`config.mk`:
```
export PLATFORM = sky130hd
export DESIGN_NAME = sram_sdram_address_gen
export DESIGN_NICKNAME = d
export VERILOG_FILES = /design/src/rtl/sram_sdram_address_gen.sv
export SDC_FILE = /design/constraint.sdc
export NUM_CORES = 1
export LEC_CHECK = 0
export ABC_AREA = 1
export BUFFER_PORTS_ARGS = -buffer_cell sky130_fd_sc_hd__buf_2
export CORE_MARGIN = 3
export CORE_UTILIZATION = 30
export DETAILED_ROUTE_END_ITERATION = 16
export GPL_ROUTABILITY_DRIVEN = 1
export MAX_ROUTING_LAYER = met4
export SLEW_MARGIN = 20
export SYNTH_ARGS = -nofsm -noshare
export SYNTH_HDL_FRONTEND = slang
export SYNTH_SLANG_ARGS = --single-unit
```
`constraint.sdc`:
```
create_clock -name clk -period 5.2 [get_ports clk]
set_clock_uncertainty 0.1 [all_clocks]
set_input_delay 0.52 -clock clk [delete_from_list [all_inputs] [get_ports clk]]
set_output_delay 0.52 -clock clk [all_outputs]
set_load 0.05 [all_outputs]
```
`src/rtl/sram_sdram_address_gen.sv`:
```
// sram_sdram_address_gen
//   Multi-line SRAM/SDRAM address generator for the convolution datapath.
//   SRAM side: a ring of NUM_LINES row-cache lines, or a linear output region.
//   SDRAM side: a source read pointer (stops at finish) or a destination
//   write pointer.
//
// Ports
//   clk, n_rst             clock, synchronous active-low reset
//   start_flag             reload all pointers from the base inputs, enter RUN
//   sram_mode/sdram_mode   select pointer (1 = row cache / read)
//   sram_update            advance the selected SRAM pointer
//   sdram_update           advance the selected SDRAM pointer
//   image_width            pixels per row
//   start/finish/dest_address_sdram, rowCache/output_address_sram  bases
//   sram_address, sdram_address   current addresses (combinational muxes)
//   line_sel               current row-cache line
//   busy, rd_done, addr_err
//
// Optional feature: define ADDR_GEN_ERR_CHECK_EN to enable the sticky
// addr_err protocol checker; otherwise addr_err is tied to 0.
module sram_sdram_address_gen #(
    parameter int ADDR_W    = 26,
    parameter int WIDTH_W   = 13,
    parameter int NUM_LINES = 3,
    parameter int OUT_TRIM  = 1,
    localparam int LS_W     = (NUM_LINES > 1) ? $clog2(NUM_LINES) : 1
) (
    input  logic              clk,
    input  logic              n_rst,
    input  logic              start_flag,
    input  logic              sram_mode,
    input  logic              sdram_mode,
    input  logic              sram_update,
    input  logic              sdram_update,
    input  logic [WIDTH_W-1:0] image_width,
    input  logic [ADDR_W-1:0] start_address_sdram,
    input  logic [ADDR_W-1:0] finish_address_sdram,
    input  logic [ADDR_W-1:0] dest_address_sdram,
    input  logic [ADDR_W-1:0] rowCache_address_sram,
    input  logic [ADDR_W-1:0] output_address_sram,
    output logic [ADDR_W-1:0] sram_address,
    output logic [ADDR_W-1:0] sdram_address,
    output logic [LS_W-1:0]   line_sel,
    output logic              busy,
    output logic              rd_done,
    output logic              addr_err
);

    typedef enum logic [1:0] {IDLE, RUN, DONE} state_t;

    state_t               state;
    logic [WIDTH_W-1:0]   rc_col;
    logic [LS_W-1:0]      rc_line;
    logic [ADDR_W-1:0]    rc_base;
    logic [ADDR_W-1:0]    out_ptr;
    logic [ADDR_W-1:0]    rd_ptr;
    logic [ADDR_W-1:0]    wr_ptr;

    logic [WIDTH_W-1:0]   eff_w;
    logic [ADDR_W-1:0]    width_ext;
    logic [ADDR_W-1:0]    out_len;
    logic [ADDR_W-1:0]    out_last;

    // A zero width behaves as width 1; a width not exceeding the trim
    // still yields a one-entry output region.
    always_comb begin
        eff_w     = (image_width == '0) ? WIDTH_W'(1) : image_width;
        width_ext = ADDR_W'(image_width);
        out_len   = (width_ext > ADDR_W'(OUT_TRIM)) ? width_ext - ADDR_W'(OUT_TRIM)
                                                    : ADDR_W'(1);
        out_last  = output_address_sram + out_len - ADDR_W'(1);
    end

    always_ff @(posedge clk) begin
        if (!n_rst || start_flag) begin
            rc_col  <= '0;
            rc_line <= '0;
            rc_base <= rowCache_address_sram;
            out_ptr <= output_address_sram;
            rd_ptr  <= start_address_sdram;
            wr_ptr  <= dest_address_sdram;
            rd_done <= 1'b0;
            state   <= n_rst ? RUN : IDLE;
        end else begin
            if (state != IDLE && sram_update) begin
                if (sram_mode) begin
                    // Line bases advance by repeated addition of the width.
                    if (rc_col == eff_w - WIDTH_W'(1)) begin
                        rc_col <= '0;
                        if (rc_line == LS_W'(NUM_LINES - 1)) begin
                            rc_line <= '0;
                            rc_base <= rowCache_address_sram;
                        end else begin
                            rc_line <= rc_line + LS_W'(1);
                            rc_base <= rc_base + ADDR_W'(eff_w);
                        end
                    end else begin
                        rc_col <= rc_col + WIDTH_W'(1);
                    end
                end else begin
                    out_ptr <= (out_ptr == out_last) ? output_address_sram
                                                     : out_ptr + ADDR_W'(1);
                end
            end
            if (sdram_update) begin
                if (sdram_mode) begin
                    if (state == RUN) begin
                        if (rd_ptr == finish_address_sdram) begin
                            rd_done <= 1'b1;
                            state   <= DONE;
                        end else begin
                            rd_ptr <= rd_ptr + ADDR_W'(1);
                        end
                    end
                end else if (state != IDLE) begin
                    wr_ptr <= wr_ptr + ADDR_W'(1);
                end
            end
        end
    end

`ifdef ADDR_GEN_ERR_CHECK_EN
    logic err_evt;

    always_comb begin
        err_evt = ((state == IDLE) && (sram_update || sdram_update))
               || (sdram_update && sdram_mode && (state == DONE))
               || (sdram_update && (wr_ptr == '1));
    end

    always_ff @(posedge clk) begin
        if (!n_rst || start_flag) begin
            addr_err <= 1'b0;
        end else if (err_evt) begin
            addr_err <= 1'b1;
        end
    end
`else
    assign addr_err = 1'b0;
`endif

    assign sram_address  = sram_mode  ? rc_base + ADDR_W'(rc_col) : out_ptr;
    assign sdram_address = sdram_mode ? rd_ptr : wr_ptr;
    assign line_sel      = rc_line;
    assign busy          = (state == RUN);

endmodule

```
# [Word level (Yosys, flattened, before mapping)]
# Cells that the tools add are included.
[word_totals] ff_bits=122
[op_classes] n_eq_ne=8 n_addsub=11 muxes=30 magnitude_cmp=1 reduce_logical=21
[ops] op="two-way mux 26 bit" count=21
[ops] op="adder 26 x 1 -> 26 bit, second input constant" count=3
[ops] op="adder 26 x 13 -> 26 bit" count=2
[ops] op="equality test 26 bit" count=2
[ops] op="adder 26 bit" count=1
[ops] op="two-way mux 13 bit" count=2
[ops] op="subtractor 26 x 1 -> 26 bit, second input constant" count=1
[ops] op="nonzero test 2 bit" count=9
[ops] op="subtractor 13 x 1 -> 14 bit, second input constant" count=1
[ops] op="adder 13 x 1 -> 13 bit, second input constant" count=1
[ops] op="equality test 13 bit" count=1
[ops] op="> comparator 13 x 1 -> 1 bit, second input constant" count=1
[ops] op="logical NOT 13 bit" count=1
[ops] op="subtractor 13 x 1 -> 13 bit, second input constant" count=1
[ops] op="two-way mux 2 bit" count=6
[ops] op="AND reduction 4 bit" count=3
[ops] op="AND reduction 3 bit" count=3
[ops] op="!= test 2 x 1 -> 1 bit, second input constant" count=2
[ops] op="AND reduction 2 bit" count=2
[ops] op="adder 2 x 1 -> 2 bit, second input constant" count=1
[ops] op="equality test 2 x 1 -> 1 bit, second input constant" count=1
[ops] op="equality test 2 bit, second input constant" count=1
[ops] op="!= test 2 bit, second input constant" count=1
[ops] op="logical AND 1 bit" count=1
[ops] op="other kinds (3)" count=3

# [Longest topological paths before layout]
# Gate-level depths: netlist (run 1).
[logic_depth] depth_word=9 depth_mapped=33 depth_no_buf=31

# [Worst setup path after synthesis (run 1)]
# No wires, ideal clock.
[synth_path] kind="input to register" start="input image_width[0]" end="register out_ptr[8], data pin" setup_ps=257 path_slack_ps=941 path_stages=30 arrival_ps=3902 required_ps=4843 path_cell_list="inv_1 -> ha_1 -> buf_2 -> nor2_1 -> inv_1 -> nand3_1 -> inv_1 -> or2_2 -> ha_1 -> inv_1 -> ha_1 -> fa_1 -> nand3_1 -> nand2_1 -> nand2_1 -> nand3_2 -> nand2_1 -> nand2_1 -> nand2_1 -> nand3_1 -> nand2_1 -> nand2_1 -> nand2_1 -> nor2_2 -> nand2_4 -> nand2_4 -> buf_12 -> buf_12 -> nand2_2 -> o21ai_2"
[synth_between] elab_chain_len=9 word_cells_on_any_way=10
[synth_lines] item="from (decl)" line_no="35" source="input logic [WIDTH_W-1:0] image_width,"
[synth_lines] item="subtractor 13 x 1 -> 14 bit or > comparator 13 x 1 -> 1 bit (tied branches)" line_no="69" source="out_len = (width_ext > ADDR_W'(OUT_TRIM)) ? width_ext - ADDR_W'(OUT_TRIM)"
[synth_lines] item="two-way mux 26 bit *" line_no="69"
[synth_lines] item="adder 26 bit *" line_no="71" source="out_last = output_address_sram + out_len - ADDR_W'(1);"
[synth_lines] item="subtractor 26 x 1 -> 26 bit *" line_no="71"
[synth_lines] item="equality test 26 bit *" line_no="101" source="out_ptr <= (out_ptr == out_last) ? output_address_sram"
[synth_lines] item="two-way mux 26 bit *" line_no="101"
[synth_lines] item="two-way mux 26 bit *" line_no="86" source="if (sram_mode) begin"
[synth_lines] item="two-way mux 26 bit *" line_no="85" source="if (state != IDLE && sram_update) begin"
[synth_lines] item="two-way mux 26 bit *" line_no="75" source="if (!n_rst || start_flag) begin"
[synth_lines] item="to (signal assigned)" line_no="79" source="out_ptr <= output_address_sram;"
[synth_lines] item="to (signal assigned)" line_no="101"
[synth_lines] item="to (decl)" line_no="55" source="logic [ADDR_W-1:0] out_ptr;"
# Mark *: on every way between the ends. The rest lies on a longest branch, timed or not. The select of a mux whose other input is x is not followed.
# A chain may end at the register's enable or synchronous reset.

# [Final worst setup path (run 1)]
[layout_path] start="input image_width[0]" end="register out_ptr[20], data pin"
# The elaborated chain is that of the path after synthesis.

==> summary.txt, run 1 <==
STA
  • FMAX: 219.4 MHz
  • Worst slew pin tran: 0.7596 ns
  • Final Max Tran Viols: 0
  • RSZ-0062 raised after global routing: no
  • Fin. Hold Viols: 0
  • Final setup viols: 0
  • Slew Limit Headroom: 0.4889
  • Final period util: 0.8766
  • PnR worst setup slack: 0.6418 ns
  • Final worst path period need: 4.558 ns
  • Fin Hold WS: 0.2487 ns
  • Setup TNS: 0 ns

Placed design
  • Placed cell area: 14520 um^2
  • Pre-CTS setup slack: 0.2238 ns
  • Final HPWL DP: 35400 um
  • Gp weighted congestion: 0.9766
  • Port bufs: 205
  • Placed cells: 2660

GRT
  • GRT overflow: 0
  • First-pass GRT wire length: 65900 um
  • Antenna violations before repair: 2
  • Total global-route track usage: 0.1898
  • Vias in the first global route: 12.30k
  • Largest net degree at the start of global routing: 72

Drt
  • Vias per cell: 4.862
  • Vias: 13.10k
  • # DRC: 0
  • Drt pass-1 iters: 8
  • Antenna viol nets, final: 0
  • Avg WL per Cell: 15.98 um
  • Routed WL: 43060 um
  • DRT iter0 DRCs: 1033

Die
  • Number of I/O pins: 207
  • Die H: 213.6 um
  • CORE AREA: 42230 um^2
  • Die span in x: 213.6 um
  • Die ar.: 45620 um^2
  • Site row count: 75
  • Starting Density: 0.3061

Clocking
  • Maximum level of the CTS H-tree: 4
  • Root Driver: clkbuf_16
  • Clock Path Buffers: 2
  • Setup Buffers After CTS: 0
  • Clock latency at the later pin of the worst-skew pair: 0.44 ns
  • Reg clk slew, reported paths: 0.07 ns
  • Num CTS Buffers: 17
  • CTS tree: built
  • Hold buffers post-CTS: 0
  • Post-CTS sizing: 0
  • CTS Sinks: 122

Setup path
  • Crit-path max FO: 33
  • Critical Path AT: 4.64 ns
  • Crit-path most repeated cell: nand2_1
  • Slowest cell on the critical path: fa_1
  • CP required: 5.29 ns
  • Crit path largest cell delay: 0.49 ns
  • Worst setup path class: input port to flip-flop
  • Critical Path Start Type: input port
  • CP Capture Type: flip-flop

Synthesis
  • Top cells by area, synth: edfxtp_1 (25%), nand2_1 (17%), inv_1 (9.3%)
  • Synth warn: 0
  • Simple-Gate Fraction of Synth Area: 0.3400
  • Post-Syn Area: 12930 um^2
  • Synth Area in Adders: 0.08498
  • Synthesized area per cell: 6.616 um^2
  • Share of the synthesized area in the top cell type: 0.2462
  • Xor/xnor share of the synthesized area: 0.08943
  • Post-synth EDFFs: 106
  • Post-synthesis mux area share: 0.005420
  • Largest family of logic cells by synthesized area: simple AND/OR/NAND/NOR gates
  • Area leader, netlist: edfxtp_1
  • Synth Area in Compound Gates: 0.09253
  • #FFs+latches synth: 122
  • FFs w/ async S/R, synth: 0
  • Mapped Cells: 1954
  • Sequential fraction of the synthesis area: 0.2710
  • Synth Net Count: 2190
  • Top FF cell, synth: edfxtp_1
  • Distinct cells, synth: 50

Finish
  • Share of layout cells above drive strength 1: 0.1626
  • Area delta synth->final: 16.75%
  • Net count, final: 2376
  • Final Core Density: 0.3574
  • Fin area: 15090 um^2
  • Non-filler cells, final: 2694

Power and ir drop
  • Peak VDD IR: 0.1608 mV
  • Total power: 3.849 mW
  • Pwr dens: 255.0 nW/um^2
  • Leakage: 7.601 nW

Status
  • Status: finished clean

Worst hold path
  • Min-Delay Path Class: input port to flip-flop

Run
  • Max Cap Viol: 0
flip-flops by register name (all words and copies together), names as in the netlist:
| signal | count |
|---|---|
| out_ptr | 26 |
| rc_base | 26 |
| rd_ptr | 26 |
| wr_ptr | 26 |
| rc_col | 13 |
| line_sel | 2 |
| state | 2 |
| rd_done | 1 |
area by class of cell:
cell class                      instances  area, um^2
Sequential cell                       122        3503
Tap cell                              539       674.4
Clock inverter                          9       61.31
Timing Repair Buffer                  220        1151
Clock buffer                           23       510.5
Fill cell                            4642       27130
Antenna cell                            2       5.005
Inverter                              331        1242
Multi-Input combinational cell       1448        7945
per-layer routing:
layer,share of wire,GRT usage,wire [um]
met5,0,-,0
met4,0.020,0.05515,872
met3,0.049,0.02092,2104
met2,0.45,0.2941,19570
met1,0.48,0.2627,20510
where the power goes:
group | total, mW | internal, mW | switching (mW) | leakage [nW]
registers | 1.31 | 1.18 | 0.124 | 1.22
logic | 1.37 | 0.444 | 0.929 | 6.11
clock network | 1.17 | 0.689 | 0.481 | 0.269
total | 3.85 | 2.32 | 1.53 | 7.60
cells in the final DEF, fill, tap and decap left out, drive strengths merged, types with 46 or more instances in the layout:
cell type / n
nand2: 617
buf: 220
ha: 83
nor2: 144
inv: 331
xor2: 96
edfxtp: 106
nand3: 118
a21oi: 61
o21ai: 137
nand4: 46
kinds of logic (layout without fill, tap and decap cells):
logic type               Yosys count  in the layout
multiplexers                       7              7
buffers and inverters            384            583
flip-flops                       122            122
other                              1              3
AO/OA/AOI/OAI                    221            221
AND/OR/NAND/NOR                 1001           1001
adder cells (fa/ha/maj)           86             86
XOR/XNOR                         132            132
Yosys cell counts (all sizes together) (3+ instances only):
master	n
nand2	617
inv	331
nor2	144
o21ai	137
nand3	118
edfxtp	106
xor2	96
ha	83
a21oi	61
nand4	46
clkbuf	42
nor3	38
xnor2	36
or2	19
dfxtp	16
buf	11
nor4	10
mux2i	7
o22ai	7
nand3b	4
o211ai	4
a21o	3
fa	3
o31ai	3
final timing paths:
kind | start | endpoint | slack, ns | depth (start not counted)
worst min register to register | rd_done | rd_done | 0.35 | 2
worst max-delay path | image_width[0] | out_ptr[20] | 0.64 | 30
worst min-delay path | rowCache_address_sram[25] | rc_base[25] | 0.25 | 3
worst max register to register | rc_base[0] | rc_base[24] | 2.09 | 13
worst max-delay path: cells and delay by family:
kind,cells,cell delay (ns)
buf+inv,7,0.83
fa+ha+maj,4,1.25
simple gates,19,2.04
No activity file was read; power rests on OpenSTA's default activity.
==> run 2, diff against run 1 <==
GPL_TIMING_DRIVEN = 0   (was unset)
==> summary.txt, run 2 (synthesized netlist as in run 1, its figures left out) <==
Die
  • Site row count: 75 (unchanged)
  • Die span in x: 213.6 um (unchanged)
  • Die ar.: 45620 um^2 (unchanged)
  • Starting Density: 0.3061 (unchanged)
  • Number of I/O pins: 207 (unchanged)
  • CORE AREA: 42230 um^2 (unchanged)
  • Die H: 213.6 um (unchanged)

Drt
  • Met3 wire len: 2154 um (+2.4%)
  • Routed met2 length: 20620 um (+5.4%)
  • # DRC: 0 (unchanged)
  • Avg WL per Cell: 16.57 um (+3.7%)
  • Antenna viol nets, final: 0 (unchanged)
  • Vias: 13.23k (+0.98%)
  • Metal-1 WL: 21340 um (+4.1%)
  • Routed WL: 45270 um (+5.1%)
  • DR top layer: met4
  • Drt pass-1 iters: 5 (-3)
  • Vias per cell: 4.842 (-0.43%)
  • DRT iter0 DRCs: 1041 (+0.77%)

Setup path
  • Crit-path max FO: 10 (-70%)
  • CP top delay family: simple AND/OR/NAND/NOR gates
  • Crit-path most repeated cell: nand2_1
  • Slowest cell on the critical path: fa_1
  • Crit path largest cell delay: 0.49 ns (about the same)
  • CP required: 5.29 ns (about the same)
  • CP Capture Type: flip-flop
  • Critical Path AT: 4.80 ns (+0.16 ns)
  • Worst setup path class: input port to flip-flop
  • Worst Path Buf+Inv: 8 (+1)
  • Critical Path Start Type: input port

Finish
  • Share of layout cells above drive strength 1: 0.1569 (-0.005630)
  • Final Core Density: 0.3607 (+0.003289)
  • Commonest non-fill, non-tap cell in the layout: nand2_1
  • Net count, final: 2415 (+1.6%)
  • Area delta synth->final: 17.83%
  • Most frequent cells in the layout: nand2_1 (591), inv_1 (320), buf_2 (206)
  • Fillers: 4692 (+1.1%)
  • Non-filler cells, final: 2732 (+1.4%)

STA
  • RSZ-0062 raised after global routing: no
  • FMAX: 212.4 MHz (-3.2%)
  • Setup TNS: 0 ns (unchanged)
  • Final period util: 0.9053 (+0.02877)
  • Slew Limit Headroom: 0.4824 (-0.006539)
  • Fin. Hold Viols: 0 (unchanged)
  • Final setup viols: 0 (unchanged)
  • Final worst path period need: 4.708 ns (+0.1496 ns)
  • Final Max Tran Viols: 0 (unchanged)
  • Worst slew pin tran: 0.7736 ns (+0.01395 ns)

Clocking
  • Root Driver: clkbuf_16
  • Hold buffers post-CTS: 0 (unchanged)
  • Setup Buffers After CTS: 0 (unchanged)
  • CTS Sinks: 122 (unchanged)
  • CTS tree: built
  • Clock latency at the later pin of the worst-skew pair: 0.45 ns (about the same)
  • Num CTS Buffers: 17 (unchanged)
  • Maximum level of the CTS H-tree: 4 (unchanged)
  • Clock Path Buffers: 2 (unchanged)
  • Reg clk slew, reported paths: 0.06 ns (about the same)

GRT
  • Antenna violations before repair: 1 (-1)
  • GRT overflow: 0 (unchanged)
  • First-pass GRT wire length: 68940 um (+4.6%)
  • Largest net degree at the start of global routing: 36 (-50%)
  • Total global-route track usage: 0.2015 (+0.01169)
  • Vias in the first global route: 12.48k (+1.5%)

Power and ir drop
  • Pwr dens: 251.3 nW/um^2 (-1.4%)
  • Switch Pwr: 1.547 mW (+0.87%)
  • Power share of the sequential group: 0.337 (-0.002)
  • Total power: 3.829 mW (-0.54%)
  • Int Power: 2.281 mW (-1.5%)
  • Sw frac: 0.4041 (+0.005650)
  • Peak VDD IR: 0.2115 mV (+31%)
  • Clock share of power: 0.296 (-0.008)
  • Logic gate share of total power: 0.367 (+0.010)
  • Leakage: 7.636 nW (+0.47%)

Run
  • Max Cap Viol: 0 (unchanged)

Placed design
  • Final HPWL DP: 37570 um (+6.1%)
  • Port bufs: 204 (-0.49%)
  • Gp weighted congestion: 0.9318 (-4.6%)
  • Placed cells: 2699 (+1.5%)

Worst hold path
  • Min-Delay Path Class: input port to flip-flop

Status
  • Status: finished clean
run 2: cell count changes in the layout (fill, tap and decap cells not counted), moves of 2 or more:
cell,previous run,this run
clkbuf_1,2,43
buf_4,14,3
buf_1,0,3
clkinv_2,2,5
buf_12,1,3
clkbuf_16,19,17
clkbuf_8,2,0
clkinv_1,1,3
run 2: worst paths after layout:
kind | startpoint | end | slack, ns | depth (start not counted)
max | image_width[0] | out_ptr[3] | 0.49 | 29
min | dest_address_sdram[20] | wr_ptr[20] | 0.24 | 3
max reg2reg | rc_base[0] | rc_base[24] | 2.08 | 13
min reg2reg | rd_done | rd_done | 0.34 | 2
run 2: worst min-delay path, cell delays in order:
cell and delay, ns:
buf_2 0.08, nand2_1 0.04, nand2_1 0.05
run 2: what timing repair did:
| item | 4_1_cts | 5_1_grt |
|---|---|---|
| setup endpoints to repair | 0 | 10 |
| hold endpoints to repair | 0 | 0 |
| gates resized for setup | 0 | 1 |
run 2: layout make-up:
| cell class | count | area, um^2 | area share |
|---|---|---|---|
| antenna | 1 | 2.502 | 0.0001643 |
| buffer | 53 | 261.5 | 0.01717 |
| clock buffer | 18 | 429.2 | 0.02817 |
| clock inverter | 14 | 106.4 | 0.006982 |
| inverter | 331 | 1242 | 0.08157 |
| multi-input combinational | 1448 | 7953 | 0.5221 |
| sequential | 122 | 3503 | 0.2300 |
| tap | 539 | 674.4 | 0.04427 |
| timing repair buffer | 206 | 1060 | 0.06957 |
run 2: routing by layer:
metal / vias to the layer above / GRT usage
li1: 6695 / -
met1: 6113 / 0.2757
met2: 355 / 0.3143
met3: 64 / 0.01756
met4: 0 / 0.06974
met5: - / -
run 2: metrics by stage:
stage               setup slack (ns)  area [um^2]  hold slack (ns)
floorplan                     0.9412        12930           0.3996
global placement           -0.009988        14620           0.3401
detailed placement          -0.03645        14690           0.3370
CTS                           0.4211        15220           0.2223
global route                  0.1359        15230           0.2416
finish                        0.4922        15230           0.2431
run 2: power by group through the flow:
stage | clock network, mW | logic [mW] | registers [mW]
after CTS | 1.16 | 1.40 | 1.29
after detailed placement | 0 | 1.40 | 1.31
after floorplan | 0 | 1.00 | 1.27
final | 1.13 | 1.40 | 1.29
after global placement | 0 | 1.38 | 1.31
after global routing | 1.19 | 1.57 | 1.30
==> run 3, diff against run 2 <==
clock period = 4.44 ns   (was 5.2 ns; I/O delays follow)
==> summary.txt, run 3 (synthesized netlist as in run 1, its figures left out) <==
Status
  • Status: finished clean

Clocking
  • CTS tree: built
  • Clock Path Buffers: 2 (unchanged)
  • Root Driver: clkbuf_16
  • CTS Sinks: 122 (unchanged)
  • Num CTS Buffers: 17 (unchanged)
  • Maximum level of the CTS H-tree: 4 (unchanged)
  • Clock latency at the later pin of the worst-skew pair: 0.45 ns (about the same)
  • Hold buffers post-CTS: 0 (unchanged)
  • Reg clk slew, reported paths: 0.06 ns (about the same)

Setup path
  • Reg2reg path depth: 13 (unchanged)
  • Slowest cell on the critical path: fa_2
  • Critical Path Start Type: input port
  • Crit-path max FO: 10 (unchanged)
  • Crit-path most repeated cell: nand2_1
  • CP required: 4.53 ns (-0.76 ns)
  • Crit path largest cell delay: 0.54 ns (+0.05 ns)
  • Critical Path AT: 4.32 ns (-0.48 ns)
  • CP Capture Type: flip-flop
  • Worst setup path class: input port to flip-flop

Die
  • Starting Density: 0.3061 (unchanged)
  • CORE AREA: 42230 um^2 (unchanged)
  • Die span in x: 213.6 um (unchanged)
  • Number of I/O pins: 207 (unchanged)
  • Die ar.: 45620 um^2 (unchanged)
  • Site row count: 75 (unchanged)
  • Die H: 213.6 um (unchanged)

Power and ir drop
  • Leakage: 7.676 nW (+0.52%)
  • Total power: 4.524 mW (+18%)
  • Pwr dens: 290.9 nW/um^2 (+16%)
  • Peak VDD IR: 0.2479 mV (+17%)

Drt
  • DRT iter0 DRCs: 1038 (-0.29%)
  • # DRC: 0 (unchanged)
  • Drt pass-1 iters: 5 (unchanged)
  • Routed WL: 46030 um (+1.7%)
  • Vias per cell: 4.858 (+0.34%)
  • Antenna viol nets, final: 0 (unchanged)
  • Avg WL per Cell: 16.81 um (+1.5%)
  • Vias: 13.30k (+0.56%)

GRT
  • GRT overflow: 0 (unchanged)
  • Total global-route track usage: 0.2017 (about the same)
  • Vias in the first global route: 12.50k (+0.14%)
  • Antenna violations before repair: 1 (unchanged)
  • First-pass GRT wire length: 69010 um (+0.11%)
  • Largest net degree at the start of global routing: 36 (unchanged)

Worst hold path
  • Hold Crit Depth: 3 (unchanged)
  • Min-Delay Path Class: input port to flip-flop

STA
  • Fin. Hold Viols: 0 (unchanged)
  • Setup TNS: 0 ns (unchanged)
  • Slew Limit Headroom: 0.4792 (-0.003129)
  • FMAX: 236.6 MHz
  • Worst slew pin tran: 0.7812 ns (+0.007552 ns)
  • Final setup viols: 0 (unchanged)
  • Final worst path period need: 4.227 ns
  • Fin Hold WS: 0.1668 ns (-0.07634 ns)
  • Final period util: 0.9519
  • Final Max Tran Viols: 0 (unchanged)

Finish
  • Fillers: 4675 (-0.36%)
  • Net count, final: 2421 (+0.25%)
  • Share of layout cells above drive strength 1: 0.1770 (+0.02004)
  • Area delta synth->final: 20.30%
  • Commonest non-fill, non-tap cell in the layout: nand2_1
  • Most frequent cells in the layout: nand2_1 (588), inv_1 (317), buf_2 (205)

Placed design
  • Port bufs: 204 (unchanged)
  • Final HPWL DP: 37570 um (unchanged)
  • Gp weighted congestion: 0.9318 (unchanged)

Run
  • Max Cap Viol: 0 (unchanged)
run 3: cell types whose count changed in the layout (fill, tap and decap cells not counted), sizes merged:
cell and change:
buf +4, clkbuf +1, nand3 +1
run 3: where the power goes:
group / switching [mW] / internal (mW) / total [mW] / leakage [nW]
Sequential: 0.128 / 1.38 / 1.51 / 1.22
Clock: 0.572 / 0.758 / 1.33 / 0.258
Combinational: 1.14 / 0.547 / 1.68 / 6.19
Total: 1.84 / 2.69 / 4.52 / 7.68
run 3: routing by layer:
layer | wire, um | GRT usage | up-vias
li1 | - | - | 6698
met1 | 21810 | 0.2755 | 6159
met2 | 20940 | 0.3151 | 375
met3 | 2057 | 0.01756 | 69
met4 | 1220 | 0.06974 | 0
met5 | 0 | - | -
run 3: worst paths after layout:
kind,from,end,slack [ns]
worst max-delay path,image_width[0],out_ptr[3],0.21
worst max register to register,rc_base[0],rc_base[24],1.33
worst min register to register,rd_done,rd_done,0.35
worst min-delay path,dest_address_sdram[20],wr_ptr[20],0.17
run 3: area by class of cell:
cell class	count	area (um^2)	share of cell area
antenna	1	2.502	0.0001609
buffer	53	265.3	0.01706
clock buffer	18	429.2	0.02760
clock inverter	14	106.4	0.006839
inverter	331	1242	0.07989
multi-input combinational	1449	8218	0.5284
sequential	122	3503	0.2253
tap	539	674.4	0.04337
timing repair buffer	211	1110	0.07136
run 3: critical path: cells and delay by family:
kind	cells	cell delay (ns)
AND/OR/NAND/NOR	17	1.74
adder cells (fa/ha/maj)	4	1.19
buffers and inverters	8	0.87
AO/OA/AOI/OAI	1	0.06
run 3: metrics by stage:
stage | worst slack [ns] | cell area, um^2 | cells | util
after global routing | -0.03925 | 15550 | 2738 | 0.3683
after CTS | 0.007412 | 15240 | 2731 | 0.3609
final | 0.2135 | 15550 | 2738 | 0.3683
after global placement | -0.6940 | 14620 | 2697 | 0.3463
after detailed placement | -0.7205 | 14690 | 2699 | 0.3479
after floorplan | 0.2572 | 12930 | 1954 | -
run 3: timing repair:
item                                    CTS  global route
hold endpoints to repair                  0             0
gates cloned                              0             1
pin swaps                                 0             9
setup buffers                             0             5
resized for setup                         3            49
endpoints found under the setup margin   27            28
